--- src/rtl/gray_pkg.sv ---
// Shared types and gray-code helpers for the gray pointer reader.
// Helpers work on GW-bit vectors; callers zero-extend and truncate to their own width.
package gray_pkg;

  typedef enum logic [1:0] {SYNC, RUN, ERR} state_t;

  localparam int GW = 32;

  function automatic logic [GW-1:0] bin2gray(input logic [GW-1:0] b);
    return b ^ (b >> 1);
  endfunction

  function automatic logic [GW-1:0] gray2bin(input logic [GW-1:0] g);
    logic [GW-1:0] b;
    b[GW-1] = g[GW-1];
    for (int i = GW - 2; i >= 0; i--) begin
      b[i] = b[i+1] ^ g[i];
    end
    return b;
  endfunction

  // True when a and b differ in zero or exactly one bit position.
  function automatic logic at_most_one_bit(input logic [GW-1:0] a, input logic [GW-1:0] b);
    logic [GW-1:0] d;
    d = a ^ b;
    return (d & (d - 1'b1)) == '0;
  endfunction

endpackage

--- src/rtl/gray_sync.sv ---
// Multi-flop synchronizer for a gray-coded bus; STAGES cycles of latency, no flow control.
module gray_sync #(
  parameter int N      = 8,
  parameter int STAGES = 2
) (
  input  logic         clk_i,
  input  logic         rst_i,
  input  logic [N-1:0] d_i,
  output logic [N-1:0] q_o
);

  logic [N-1:0] stage_q [STAGES];

  always_ff @(posedge clk_i or posedge rst_i) begin
    if (rst_i) begin
      for (int i = 0; i < STAGES; i++) begin
        stage_q[i] <= '0;
      end
    end else begin
      stage_q[0] <= d_i;
      for (int i = 1; i < STAGES; i++) begin
        stage_q[i] <= stage_q[i-1];
      end
    end
  end

  assign q_o = stage_q[STAGES-1];

endmodule

--- src/rtl/gray_ptr_reader.sv ---
// Read side of an async pointer pair: syncs the writer's gray count, offers tokens valid/ready,
// returns a glitch-free gray read count; write changes show up SYNC_STAGES+1 edges later.
module gray_ptr_reader
  import gray_pkg::*;
#(
  parameter int N           = 8,
  parameter int SYNC_STAGES = 2
) (
  input  logic         clk_i,
  input  logic         rst_i,
  input  logic [N-1:0] wr_ptr_gray_i,
  output logic         valid_o,
  input  logic         ready_i,
  output logic [N-1:0] avail_o,
  output logic [N-1:0] rd_ptr_gray_o,
  output logic         err_o
);

  localparam int CW = $clog2(SYNC_STAGES + 1);

  logic [N-1:0]  sync_gray;
  logic [N-1:0]  prev_gray_q;
  logic [N-1:0]  wr_bin_q;
  logic [N-1:0]  rd_bin_q;
  logic [N-1:0]  rd_next;
  logic [N-1:0]  avail;
  logic [CW-1:0] cnt_q, cnt_d;
  state_t        state_q, state_d;
  logic          xfer;
  logic          step_ok;

  gray_sync #(
    .N      (N),
    .STAGES (SYNC_STAGES)
  ) u_sync (
    .clk_i (clk_i),
    .rst_i (rst_i),
    .d_i   (wr_ptr_gray_i),
    .q_o   (sync_gray)
  );

  assign avail   = wr_bin_q - rd_bin_q;
  assign avail_o = avail;
  assign valid_o = (state_q == RUN) && (avail != '0);
  assign xfer    = valid_o && ready_i;
  assign rd_next = rd_bin_q + N'(xfer);
  assign step_ok = at_most_one_bit(GW'(sync_gray), GW'(prev_gray_q));
  assign err_o   = (state_q == ERR);

  // The gray output is computed from rd_next so it is a clean flop, never a decoded glitch.
  always_ff @(posedge clk_i or posedge rst_i) begin
    if (rst_i) begin
      prev_gray_q   <= '0;
      wr_bin_q      <= '0;
      rd_bin_q      <= '0;
      rd_ptr_gray_o <= '0;
    end else begin
      prev_gray_q   <= sync_gray;
      wr_bin_q      <= N'(gray2bin(GW'(sync_gray)));
      rd_bin_q      <= rd_next;
      rd_ptr_gray_o <= N'(bin2gray(GW'(rd_next)));
    end
  end

  always_ff @(posedge clk_i or posedge rst_i) begin
    if (rst_i) begin
      state_q <= SYNC;
      cnt_q   <= '0;
    end else begin
      state_q <= state_d;
      cnt_q   <= cnt_d;
    end
  end

  // SYNC holds off checking until the chain is flushed of reset zeros.
  always_comb begin
    state_d = state_q;
    cnt_d   = cnt_q;
    unique case (state_q)
      SYNC: begin
        if (cnt_q == CW'(SYNC_STAGES)) state_d = RUN;
        else                           cnt_d   = cnt_q + 1'b1;
      end
      RUN: begin
        if (!step_ok) state_d = ERR;
      end
      ERR:     state_d = ERR;
      default: state_d = SYNC;
    endcase
  end

endmodule

--- config.mk ---
export PLATFORM = sky130hd
export DESIGN_NAME = gray_ptr_reader
export DESIGN_NICKNAME = d
export VERILOG_FILES = /design/src/rtl/gray_pkg.sv /design/src/rtl/gray_sync.sv /design/src/rtl/gray_ptr_reader.sv
export SDC_FILE = /design/constraint.sdc
export NUM_CORES = 1
export LEC_CHECK = 0
export ABC_CLOCK_PERIOD_IN_PS = 5500
export CORE_ASPECT_RATIO = 0.5
export CORE_MARGIN = 5
export CORE_UTILIZATION = 45
export CTS_BUF_LIST = sky130_fd_sc_hd__clkbuf_8 sky130_fd_sc_hd__clkbuf_16
export CTS_CLUSTER_DIAMETER = 150
export DETAILED_ROUTE_END_ITERATION = 6
export PLACE_DENSITY_LB_ADDON = 0.2
export RECOVER_POWER = 100
export SYNTH_ARGS = -nofsm -noshare
export SYNTH_HDL_FRONTEND = slang
export SYNTH_SLANG_ARGS = --single-unit
--- constraint.sdc ---
create_clock -name clk_i -period 5.5 [get_ports clk_i]
set_input_delay 0.825 -clock clk_i [delete_from_list [all_inputs] [get_ports clk_i]]
set_output_delay 0.825 -clock clk_i [all_outputs]
set_load 0.02 [all_outputs]
==> results of run 1 <==
==> cells in the final DEF, fill, tap and decap left out, drive strengths merged, types with 2 or more instances in the layout <==
| master | count |
|---|---|
| nor3 | 6 |
| nor2 | 5 |
| xor2 | 15 |
| a21oi | 4 |
| xnor2 | 17 |
| nand3 | 3 |
| o31a | 2 |
| clkbuf | 5 |
| nand2 | 3 |
| inv | 27 |
| nor2b | 3 |
| o21ai | 5 |
| dfrtp | 50 |
| dlygate4sd3 | 27 |
| ha | 13 |
| o21a | 2 |
==> worst max-delay path, cell delays in order, from the launching register on <==
cell and delay, ns:
dfrtp_1 0.40, ha_1 0.24, fa_1 0.42, nor2b_1 0.12, o21ai_0 0.12, a21boi_0 0.34, nor2_1 0.12, or4b_1 0.56
o31a_1 0.27, dlygate4sd3_1 0.66
==> registers in the layout, summed over array words and instances (netlist names) <==
| name | flops |
|---|---|
| u_sync.q_o | 8 |
| prev_gray_q | 8 |
| state_q | 2 |
| wr_bin_q | 7 |
| rd_ptr_gray_o | 7 |
| rd_bin_q | 8 |
| u_sync.stage_q | 8 |
| cnt_q | 2 |
==> logic make-up (layout without fill, tap and decap cells) <==
| kind of cell | count (synthesis) | after routing | share of synthesized area [%] |
|---|---|---|---|
| multiplexers | 2 | 2 | 0.982 |
| AO/OA/AOI/OAI | 22 | 22 | 7.28 |
| flip-flops | 50 | 50 | 57.7 |
| buffers and inverters | 26 | 61 | 4.68 |
| XOR/XNOR | 33 | 33 | 14.3 |
| adder cells (fa/ha/maj) | 14 | 14 | 8.43 |
| AND/OR/NAND/NOR | 25 | 25 | 6.58 |
==> synthesized netlist by cell type <==
library cell	instances	area share [%]
nand2_1	3	0.52
xnor2_2	1	0.75
nor3b_1	1	0.35
o31a_1	1	0.40
a221oi_1	1	0.40
o22ai_2	1	0.58
dfrtp_1	50	58
nor3_1	6	1.4
xnor2_1	16	6.5
xor2_1	15	6.1
fa_1	1	0.92
a21oi_1	4	0.92
o2111ai_1	1	0.40
mux2i_1	1	0.46
nor2b_4	1	0.63
nand3_1	3	0.69
o22a_1	1	0.40
o21ai_1	1	0.23
or4_4	1	0.52
a41oi_1	1	0.40
or4b_1	1	0.46
mux2_1	1	0.52
nor4_1	1	0.29
o21a_1	2	0.69
ha_1	13	7.5
a22oi_1	1	0.35
buf_4	1	0.35
o31a_2	1	0.46
nor2_1	5	0.87
and3_1	1	0.29
nor2b_1	2	0.58
xnor3_1	1	1.0
a21boi_0	1	0.35
a31oi_1	1	0.29
inv_1	25	4.3
o311a_1	1	0.46
o21ai_0	4	0.92
==> report_power, final <==
group / total [uW] / switching (uW) / internal [uW] / leakage [uW]
Combinational: 654 / 364 / 290 / 0.000583
Sequential: 475 / 37.1 / 438 / 0.000584
Clock: 265 / 126 / 139 / 0.0000591
==> per-layer routing <==
layer,GRT usage (%),wire (um),up-vias
li1,-,-,633
met1,14.9,1580,597
met2,19.7,1610,27
met3,3.70,176,4
met4,3.78,27,0
met5,0,0,-
==> path summary, 6_finish.rpt <==
path	from	end	cells after the start
hold reg to reg	u_sync.stage_q[15]	u_sync.q_o[7]	0
min in group asynchronous	rst_i	wr_bin_q[4]	2
hold / removal	u_sync.stage_q[15]	u_sync.q_o[7]	0
max in group asynchronous	rst_i	prev_gray_q[6]	2
setup reg to reg	rd_bin_q[0]	rd_ptr_gray_o[5]	14
setup / recovery	rd_bin_q[0]	valid_o	9
==> cell type report <==
class / count / share of cell area, %
Clock buffer: 5 / 2.61
Timing Repair Buffer: 28 / 10.6
Sequential cell: 50 / 47.4
Tap cell: 66 / 3.13
Clock inverter: 3 / 1.80
Multi-Input combinational cell: 96 / 30.9
Inverter: 25 / 3.56
==> through the flow <==
step	area, um^2	setup slack, ns	instances	utilization [%]
floorplan	2170	1.99	172	-
global placement	2520	1.77	265	55.7
detailed placement	2520	1.72	265	55.7
CTS	2640	1.26	273	58.2
global route	2640	0.969	273	58.2
finish	2640	1.13	273	58.2
==> results.sh, run 1 <==
export IMPL_synthesis_nets=197
export IMPL_seq_area_frac_synth_pct=57.7
export IMPL_critPathCaptureType="primary output"
export IMPL_syn_inst=172
export IMPL_yosysWarningCount=0
export IMPL_synth_distinct_cells=37
export IMPL_power_leakage_uw=0.00123
export IMPL_finalSetupTns_ns=0
export IMPL_finalNetCount=231
export IMPL_fmax_mhz=229
export IMPL_status="finished with violations"
export IMPL_fin_skew_ns=0.00714
export IMPL_path_max_fanout=2
export IMPL_wire_per_inst_um=12.4
export IMPL_cp_required_ns=4.68
export IMPL_route_detailed_drc=0
export IMPL_first_global_vias=1262
export IMPL_final_max_slew_viol_count=51
export IMPL_syn_area_per_cell_um2=12.6
export IMPL_ys_ff_latch=50
export IMPL_syn_to_final_growth_pct=21.8
export IMPL_violations="max-capacitance violations, max-slew violations"
export IMPL_period_share_pct=79.5
export IMPL_whs_ns=0.354
export IMPL_die_w_um=108
export IMPL_cts_tree="yes"
export IMPL_die_area_um2=6390
export IMPL_r2r_setup_slack_ns=1.69
export IMPL_drtIter0Drc=35
export IMPL_final_antenna_net_count=0
export IMPL_cp_arrival_ns=3.55
export IMPL_rsz0062_at_grt="false"
export IMPL_drv_cap=1
export IMPL_synth_area_um2=2170
export IMPL_vdd_drop_max_uv=195
export IMPL_postCtsSetupRepairBufs=0
export IMPL_drtPass1Iterations=4
export IMPL_grt_antenna_before_repair=0
export IMPL_clk_pin_slew_worst_paths_ns=0.09
export IMPL_regArea_um2=1250
export IMPL_slew_headroom_pct=-17.8
export IMPL_root_buffer="clkbuf_8"
export IMPL_setup_viol=0
export IMPL_worst_slew_pin_slew_ns=1.76
export IMPL_grt_pass1_wl_um=5730
export IMPL_hold_path_class="register to register"
export IMPL_clock_sinks=50
export IMPL_grt_remaining_overflow=0
export IMPL_grt_usage_pct=11.8
export IMPL_p_per_area_nw_per_um2=528
export IMPL_hold_viol=0
export IMPL_htreeDepth=2
export IMPL_period_minus_slack_ns=4.37
export IMPL_wl_um=3390
export IMPL_crit_path_start_kind="register"
export IMPL_hpwl_um=2540
export IMPL_hold_buffers=0
export IMPL_coreArea_um2=4530
export IMPL_grt_max_degree=51
export IMPL_io_pins=29
export IMPL_antenna_cells=0
export IMPL_cts_path_max_buffers=2
export IMPL_clk_latency_ns=0.31
export IMPL_multi_input_area_um2=815
export IMPL_io_buffers=28
export IMPL_via_count=1261
export IMPL_finalWeightedCongestion=0.749
export IMPL_start_util_pct=47.8
export IMPL_rows=17
export IMPL_ctsResizeCount=0
export IMPL_p_total_uw=1390
export IMPL_vias_per_cell=4.62
export IMPL_dieHeight_um=59.1
export IMPL_cts_made_buffers=5
export IMPL_drive_gt1_share_pct=6.28
export IMPL_fill_cells=370
export IMPL_crit_type="register to primary output"
Power figures use the tool's default switching activity.
==> run 2, diff against run 1 <==
Settings changed: ABC_CLOCK_PERIOD_IN_PS 5500 to 4100.
Clock period 5.5 ns to 4.1 ns, I/O delays scaled along.
==> results.sh, run 2 (same netlist as run 1, synthesis figures left out) <==
export IMPL_status="finished with violations"
export IMPL_violations="max-capacitance violations, max-slew violations"
export IMPL_min_delay_start="u_sync.stage_q[11]"
export IMPL_grt_remaining_overflow=0
export IMPL_drtIter0Drc=20
export IMPL_final_max_slew_viol_count=51
export IMPL_clk_latency_ns=0.30
export IMPL_drv_cap=1
export IMPL_dieHeight_um=59.1
export IMPL_dp_slack_ns=0.443
export IMPL_power_leakage_uw=0.00123
export IMPL_wire_per_inst_um=11.9
export IMPL_finalWeightedCongestion=0.736
export IMPL_hpwl_um=2500
export IMPL_postCtsSetupRepairBufs=0
export IMPL_r2r_start="rd_bin_q[0]"
export IMPL_syn_to_final_growth_pct=22.0
export IMPL_grt_antenna_before_repair=0
export IMPL_cp_arrival_ns=3.30
export IMPL_rsz0062_at_grt="false"
export IMPL_grt_pass1_wl_um=5720
export IMPL_die_area_um2=6390
export IMPL_start_util_pct=47.8
export IMPL_rows=17
export IMPL_io_pins=29
export IMPL_finalNetCount=231
export IMPL_slew_headroom_pct=-17.4
export IMPL_r2r_setup_slack_ns=0.46
export IMPL_min_to="u_sync.q_o[3]"
export IMPL_setup_viol=0
export IMPL_grt_usage_pct=11.9
export IMPL_worst_slew_pin_slew_ns=1.76
export IMPL_hold_path_class="register to register"
export IMPL_drtPass1Iterations=4
export IMPL_crit_type="register to primary output"
export IMPL_path_max_fanout=2
export IMPL_via_count=1252
export IMPL_worstReg2RegEnd="rd_ptr_gray_o[5]"
export IMPL_vias_per_cell=4.59
export IMPL_p_per_area_nw_per_um2=704
export IMPL_finalSetupTns_ns=0
export IMPL_hold_buffers=0
export IMPL_route_detailed_drc=0
export IMPL_critPathCaptureType="primary output"
export IMPL_cts_path_max_buffers=2
export IMPL_multi_input_area_um2=815
export IMPL_root_buffer="clkbuf_8"
export IMPL_period_minus_slack_ns=3.91
export IMPL_final_antenna_net_count=0
export IMPL_hold_depth=0
export IMPL_drive_gt1_share_pct=6.28
export IMPL_period_share_pct=95.4
export IMPL_layout_common_cells="50 x dfrtp_1, 26 x dlygate4sd3_1, 25 x inv_1"
export IMPL_setup_ws_ns=0.187
export IMPL_coreArea_um2=4530
export IMPL_placed_cells=265
export IMPL_final_util_pct=58.4
export IMPL_first_global_vias=1273
export IMPL_die_w_um=108
export IMPL_clk_pin_slew_worst_paths_ns=0.09
export IMPL_clock_sinks=50
export IMPL_fmax_mhz=256
export IMPL_layout_commonest_cell="dfrtp_1"
export IMPL_cts_made_buffers=5
export IMPL_htreeDepth=2
export IMPL_whs_ns=0.355
export IMPL_grt_max_degree=51
export IMPL_io_buffers=28
export IMPL_cts_tree="yes"
export IMPL_fill_cells=372
export IMPL_ctsResizeCount=0
export IMPL_crit_path_start_kind="register"
export IMPL_hold_viol=0
export IMPL_fin_skew_ns=0.00787
export IMPL_wl_um=3260
export IMPL_cp_required_ns=3.48
export IMPL_antenna_cells=0
export IMPL_layoutNonFillerInstCount=273
export IMPL_regArea_um2=1250
export IMPL_vdd_drop_max_uv=275
export IMPL_rr_worst_depth=14
run 2: cell count changes in the layout (fill, tap and decap cells not counted), sizes merged:
cell           delta
inv               -1
dlygate4sd3       -1
clkbuf            +1
clkdlybuf4s50     +1
run 2: per-stage QoR:
stage          power (uW)  cell area, um^2
3_3_place_gp         1560             2520
5_1_grt              2000             2640
6_report             1860             2640
2_1_floorplan        1230             2170
4_1_cts              1940             2640
3_5_place_dp         1570             2520
run 2: power breakdown:
group          switching (uW)  total (uW)  internal (uW)
clock network             161         362            201
registers                50.9         639            588
logic                     471         862            391
run 2: layout make-up:
type | instances | area share [%]
Sequential cell | 50 | 47.3
Multi-Input combinational cell | 96 | 30.8
Timing Repair Buffer | 28 | 10.6
Inverter | 25 | 3.55
Clock buffer | 6 | 3.12
Tap cell | 66 | 3.12
Clock inverter | 2 | 1.47
run 2: worst max-delay path, cell delays in order (launching register included):
cell and delay (ns):
dfrtp_1 0.40, ha_1 0.24, fa_1 0.42, nor2b_1 0.13, o21ai_1 0.08, a21boi_0 0.29, nor2_1 0.10, or4b_1 0.53
o31a_1 0.26, clkdlybuf4s50_1 0.54
run 2: worst max path at each step:
| stage | start | to | slack (ns) | cells after the start |
|---|---|---|---|---|
| final | rd_bin_q[0] | valid_o | 0.19 | 9 |
| after global routing | rd_bin_q[0] | valid_o | 0.02 | 9 |
| after CTS | rd_bin_q[0] | valid_o | 0.16 | 9 |
| after detailed placement | rd_bin_q[0] | rd_ptr_gray_o[5] | 0.44 | 14 |
| after global placement | rd_bin_q[0] | rd_ptr_gray_o[5] | 0.56 | 14 |
| after floorplan | rd_bin_q[0] | rd_ptr_gray_o[5] | 0.59 | 14 |
run 2: routing by layer:
layer / GRT usage (%) / part of all wire [%] / vias up
met5: 0 / 0 / -
met4: 5.40 / 2.0 / 0
met3: 3.92 / 4.7 / 8
met2: 18.5 / 44 / 29
met1: 15.3 / 49 / 582
li1: - / - / 633
